`config.mk`:
```
export PLATFORM = sky130hd
export DESIGN_NAME = fifo_dual_deq
export DESIGN_NICKNAME = d
export VERILOG_FILES = /design/src/rtl/fifo_pkg.sv /design/src/rtl/fifo_ptr_ctrl.sv /design/src/rtl/fifo_dual_deq.sv
export SDC_FILE = /design/constraint.sdc
export NUM_CORES = 1
export LEC_CHECK = 0
export ABC_AREA = 0
export BUFFER_PORTS_ARGS = -buffer_cell sky130_fd_sc_hd__clkbuf_2
export CAP_MARGIN = 10
export CORE_ASPECT_RATIO = 0.8
export CORE_MARGIN = 3
export CORE_UTILIZATION = 56
export CTS_CLUSTER_SIZE = 20
export DETAILED_ROUTE_END_ITERATION = 10
export PLACE_DENSITY = 0.79
export SLEW_MARGIN = 40
export SYNTH_ARGS = -nofsm -noshare
export SYNTH_HDL_FRONTEND = slang
export SYNTH_SLANG_ARGS = --single-unit
```
`constraint.sdc`:
```
create_clock -name clk -period 4.22 [get_ports clk]
set_input_delay 0.844 -clock clk [delete_from_list [all_inputs] [get_ports clk]]
set_output_delay 0.844 -clock clk [all_outputs]
set_load 0.01 [all_outputs]
```
`src/rtl/fifo_pkg.sv`:
```
// Shared definitions for the single/dual port FIFO family: width helpers,
// the pop-count type and the error codes.
package fifo_pkg;

    // Pointer width for a power-of-two queue, never narrower than 1 bit.
    function automatic int ptr_width(input int qsize);
        return (qsize > 1) ? $clog2(qsize) : 1;
    endfunction

    // Count width: one extra bit so "full" is distinct from "empty".
    function automatic int cnt_width(input int qsize);
        return $clog2(qsize) + 1;
    endfunction

    // Number of entries leaving the queue in one cycle (0, 1 or 2).
    typedef logic [1:0] npop_t;

    // Error codes reported by the FIFO family.
    typedef enum logic [0:0] {
        ERR_NONE  = 1'b0,
        ORDER_ERR = 1'b1
    } fifo_err_e;

endpackage

```
`src/rtl/fifo_ptr_ctrl.sv`:
```
// Head/tail/count bookkeeping for a FIFO with one push and up to two
// in-order pops per cycle. Flags depend on registered count only.
//
// Handshake: a push happens when i_enque_en && o_in_valid; a head pop when
// i_deque_a && o_a_valid; a second pop only alongside a head pop and only
// when o_b_valid. Requests that do not meet these terms are ignored.
module fifo_ptr_ctrl
    import fifo_pkg::*;
#(
    parameter int QUEUE_SIZE = 16
) (
    input  logic                              clk,
    input  logic                              rst_n,
    input  logic                              i_enque_en,
    input  logic                              i_deque_a,
    input  logic                              i_deque_b,
    output logic [ptr_width(QUEUE_SIZE)-1:0]  o_head,
    output logic [ptr_width(QUEUE_SIZE)-1:0]  o_tail,
    output logic [cnt_width(QUEUE_SIZE)-1:0]  o_cnt,
    output logic                              o_push,
    output logic                              o_in_valid,
    output logic                              o_a_valid,
    output logic                              o_b_valid
);

    localparam int PW = ptr_width(QUEUE_SIZE);
    localparam int CW = cnt_width(QUEUE_SIZE);

    logic [PW-1:0] r_head;
    logic [PW-1:0] r_tail;
    logic [CW-1:0] r_cnt;

    logic  w_in_valid;
    logic  w_a_valid;
    logic  w_b_valid;
    logic  w_push;
    logic  w_pop_a;
    logic  w_pop_b;
    npop_t w_npop;

    assign w_in_valid = (r_cnt < CW'(QUEUE_SIZE));
    assign w_a_valid  = (r_cnt != '0);
    assign w_b_valid  = (r_cnt > CW'(1));

    // Full check uses the registered count: no same-cycle pop bypass.
    assign w_push  = i_enque_en && w_in_valid;
    assign w_pop_a = i_deque_a && w_a_valid;
    assign w_pop_b = w_pop_a && i_deque_b && w_b_valid;
    assign w_npop  = npop_t'({1'b0, w_pop_a}) + npop_t'({1'b0, w_pop_b});

    // Advance pointers and count; pointers wrap naturally at QUEUE_SIZE.
    always_ff @(posedge clk or negedge rst_n) begin
        if (!rst_n) begin
            r_head <= '0;
            r_tail <= '0;
            r_cnt  <= '0;
        end else begin
            r_head <= r_head + PW'(w_npop);
            r_tail <= r_tail + PW'(w_push);
            r_cnt  <= r_cnt + CW'(w_push) - CW'(w_npop);
        end
    end

    assign o_head     = r_head;
    assign o_tail     = r_tail;
    assign o_cnt      = r_cnt;
    assign o_push     = w_push;
    assign o_in_valid = w_in_valid;
    assign o_a_valid  = w_a_valid;
    assign o_b_valid  = w_b_valid;

`ifndef SYNTHESIS
    a_cnt_max : assert property (@(posedge clk) disable iff (!rst_n)
        r_cnt <= CW'(QUEUE_SIZE));
    a_cnt_underflow : assert property (@(posedge clk) disable iff (!rst_n)
        (CW+1)'(w_npop) <= {1'b0, r_cnt});
    a_ptr_cnt : assert property (@(posedge clk) disable iff (!rst_n)
        PW'(r_tail - r_head) == r_cnt[PW-1:0]);
`endif

endmodule

```
`src/rtl/fifo_dual_deq.sv`:
```
// Single-enqueue, dual-dequeue FIFO: the two oldest entries are presented
// together and the consumer may pop 0, 1 or 2 of them per cycle, in order.
module fifo_dual_deq
    import fifo_pkg::*;
#(
    parameter int DWIDTH     = 32,
    parameter int QUEUE_SIZE = 16
) (
    input  logic                              clk,
    input  logic                              rst_n,
    output logic                              in_valid,
    input  logic                              in_enque_en,
    input  logic [DWIDTH-1:0]                 in_data,
    output logic                              outA_valid,
    output logic [DWIDTH-1:0]                 outA_data,
    output logic                              outB_valid,
    output logic [DWIDTH-1:0]                 outB_data,
    input  logic                              outA_deque_en,
    input  logic                              outB_deque_en,
    output logic [cnt_width(QUEUE_SIZE)-1:0]  occupancy,
    output logic                              order_err
);

    localparam int PW = ptr_width(QUEUE_SIZE);
    localparam int CW = cnt_width(QUEUE_SIZE);

    logic [DWIDTH-1:0] r_mem [QUEUE_SIZE];
    logic              r_order_err;

    logic [PW-1:0]     w_head;
    logic [PW-1:0]     w_head_p1;
    logic [PW-1:0]     w_tail;
    logic [CW-1:0]     w_cnt;
    logic              w_push;
    logic              w_in_valid;
    logic              w_a_valid;
    logic              w_b_valid;
    fifo_err_e         w_err;

    fifo_ptr_ctrl #(
        .QUEUE_SIZE (QUEUE_SIZE)
    ) u_ptr_ctrl (
        .clk        (clk),
        .rst_n      (rst_n),
        .i_enque_en (in_enque_en),
        .i_deque_a  (outA_deque_en),
        .i_deque_b  (outB_deque_en),
        .o_head     (w_head),
        .o_tail     (w_tail),
        .o_cnt      (w_cnt),
        .o_push     (w_push),
        .o_in_valid (w_in_valid),
        .o_a_valid  (w_a_valid),
        .o_b_valid  (w_b_valid)
    );

    // Second entry lives one slot after the head, wrapping to index 0.
    assign w_head_p1 = w_head + PW'(1);

    // A second-lane pop without a head pop is an ordering violation.
    assign w_err = (outB_deque_en && !outA_deque_en) ? ORDER_ERR : ERR_NONE;

    // Storage write; popped slots are left stale and hidden by the masks.
    always_ff @(posedge clk or negedge rst_n) begin
        if (!rst_n) begin
            for (int i = 0; i < QUEUE_SIZE; i++) begin
                r_mem[i] <= '0;
            end
        end else if (w_push) begin
            r_mem[w_tail] <= in_data;
        end
    end

    // Sticky ordering-error flag, cleared only by reset.
    always_ff @(posedge clk or negedge rst_n) begin
        if (!rst_n) begin
            r_order_err <= 1'b0;
        end else if (w_err == ORDER_ERR) begin
            r_order_err <= 1'b1;
        end
    end

    assign in_valid   = w_in_valid;
    assign outA_valid = w_a_valid;
    assign outB_valid = w_b_valid;
    assign outA_data  = w_a_valid ? r_mem[w_head]    : '0;
    assign outB_data  = w_b_valid ? r_mem[w_head_p1] : '0;
    assign occupancy  = w_cnt;
    assign order_err  = r_order_err;

endmodule
```
==> flow_summary.yaml <==
synth:
  synth_mux_area_share_pct: 43.2
  synth_xor_xnor_area_share_pct: 0.218
  synth_fp_nets: 1881
  syn-mean-instance-area_um2: 15.4
  syn_area_um2: 28200
  ys.flop_type: "dfrtp_1"
  yosysSeqAreaShare_pct: 46.7
  synth_cell_types: 38
  synthSimpleGateAreaFrac_pct: 3.20
  yosys.area.top_type: "dfrtp_1"
  synth-edff-count: 0
  syn_inst: 1828
  async_flop_share_pct: 100
  synth_area_leaders: "dfrtp_1, mux4_2, mux2_2, nand3_1, mux2i_1"
  synth-adder-area-share_pct: 0.764
  ys_warn_count: 0
  synth_top_area_share_pct: 46.7
  ys_seq_elements: 526
  synth_top_family_by_area: "multiplexers"
  synth_compound_area_share_pct: 2.02
detailed_routing:
  drc_errors: 0
  vias_per_cell: 7.04
  dr.pass1.iters: 5
  drtAntennaViolNets: 0
  vias: 18200
  drt-initial-drc-count: 2044
  finalWirelength_um: 77600
  route.detailed.wl_per_inst_um: 29.9
cts:
  cts-root-buf: "clkbuf_16"
  cts_hold_repair.buffers: 0
  h-tree-depth: 2
  clk_latency_ns: 0.62
  cts_tree: "built"
  cts_max_path_buffers: 3
  clkSinkCount: 526
  cts_buffers: 53
  cts.clk_slew.worst_paths_ns: 0.06
sta:
  hold_viol: 0
  clock_skew_ns: 0.0194
  slew_headroom_pct: 39.9
  setup-tns-final_ns: 0
  clock.fmax_mhz: 244
  period_share_pct: 97.0
  worst_pin_slew_ns: 0.899
  setup_viol: 0
  slew_violations: 0
  fin_crit_ns: 4.09
  rsz0062_at_grt: "false"
layout:
  final_cell_mix: "dfrtp_1, mux2_2, mux4_2"
  finalInstanceArea_um2: 31300
  syn_to_final_growth_pct: 11.3
  finish.utilization_pct: 63.9
  nNetsFinal: 1937
  diodes: 0
  drive_above_1_share_pct: 54.6
  final_common_cell: "dfrtp_1"
placement:
  placed_cell_area_um2: 29400
  dpl.hpwl_um: 45800
  gp_congestion: 0.824
  port_buffers: 109
floorplan:
  core.rowCount: 72
  start_util_pct: 57.5
  num_io_pins: 110
  dieArea_um2: 53000
  coreArea_um2: 49000
  die_x_um: 257
  die_h_um: 207
setup_path:
  critPathMaxFanout: 38
  startpoint_type: "register"
  arrival_ns: 3.25
  end_kind: "output port"
  crit_slowest_cell: "dfrtp_4"
  critPathRequiredTime_ns: 3.38
  crit_type: "register to output port"
  cp_cell_sequence: "buf_12 > nand4b_1 > nand2_2 > buf_4 > nand3_1 > a41oi_1 > clkbuf_2"
  cpPeakStageDelay_ns: 0.63
global_route:
  grt.overflow.total: 0
  track_usage_pct: 29.8
  grt_pass1_vias: 18800
  antenna_found_initial: 2
  grt_max_degree: 109
  grt_pass1_wl_um: 119000
power_and_ir_drop:
  p_leak_nw: 13.7
  cellPowerDensity_nw_per_um2: 930
  total_power_w: 0.0291
  ir_drop_uv: 776
flow_run:
  cap_violations: 0
hold_path:
  hold_class: "input pin to asynchronous set/reset pin"
status:
  status: "complete, no violations"
[path summary, 6_finish.rpt]
check	from	end	slack, ns	depth (start not counted)
setup / recovery	u_ptr_ctrl.o_head[1]$_DFF_PN0_	outB_data[18]	0.13	7
hold / removal	rst_n	r_mem[344]$_DFFE_PN0P_	0.13	1
setup reg to reg	u_ptr_ctrl.o_cnt[2]$_DFF_PN0_	u_ptr_ctrl.o_cnt[4]$_DFF_PN0_	0.55	16
hold reg to reg	order_err$_DFFE_PN0P_	order_err$_DFFE_PN0P_	0.46	1
max in group asynchronous	rst_n	r_mem[486]$_DFFE_PN0P_	3.09	2
min in group clk	outB_deque_en	order_err$_DFFE_PN0P_	0.46	2
[kinds of logic (layout without fill, tap and decap cells)]
logic type / Yosys count / in the layout
muxes: 832 / 832
DFF: 526 / 526
buffers and inverters: 198 / 295
and+or+nand+nor: 174 / 174
AOI/OAI and AO/OA: 75 / 75
adders and majority gates: 16 / 16
xor gates and xnor gates: 7 / 7
[final cells by class]
cell class,instances,area [µm²]
fillers,3434,17700
multi-input cells,1104,14100
flip-flops and latches,526,13200
clock buffers,80,1580
repair buffers,184,1440
well taps,666,833
clock inverters,16,186
inverters,15,56.3
[state kept, by name, summed over array words and instances (netlist names)]
register           count
r_mem                512
u_ptr_ctrl.o_cnt       5
u_ptr_ctrl.o_head      4
u_ptr_ctrl.o_tail      4
order_err              1
[routing by layer]
metal	up-vias	GRT usage (%)	wire length [µm]
met1	9783	41.8	31000
met3	221	6.50	7180
met4	4	11.5	2810
met5	-	0	34
li1	7236	-	-
met2	984	46.3	36600
[cell usage after synthesis (17+ instances only)]
library cell and count:
a41oi_1 32, buf_2 92, buf_4 47, clkbuf_1 37, dfrtp_1 526, mux2_1 17, mux2_2 495, mux2i_1 64
mux4_2 256, nand2_1 18, nand3_1 132, o22ai_1 32
[power breakdown]
group          internal, W  switching (W)  total (W)
Sequential         0.00722        0.00176    0.00898
Clock              0.00282        0.00203    0.00485
Combinational      0.00796        0.00734     0.0153
[worst max-delay path: cells and delay by family (launching register included)]
kind / cells / cell delay (ns)
buffers and inverters: 3 / 0.83
DFF: 1 / 0.63
and+or+nand+nor: 3 / 0.63
AOI/OAI and AO/OA: 1 / 0.49
[what timing repair did]
item | in CTS | in global routing
gates cloned | 0 | 0
setup endpoints to repair | 25 | 12
endpoints found under the hold margin | 0 | 0
resized for setup | 1 | 6
pin swaps | 1 | 3
setup buffers | 1 | 9
[stage by stage]
stage	instances	setup WS [ns]	hold slack (ns)
2_1_floorplan	1828	0.863	0.470
3_3_place_gp	2483	0.570	0.438
3_5_place_dp	2485	0.542	0.453
4_1_cts	2582	0.00594	0.133
5_1_grt	2591	0.0553	0.153
6_report	2591	0.126	0.133
No activity file was read; power rests on OpenSTA's default activity.
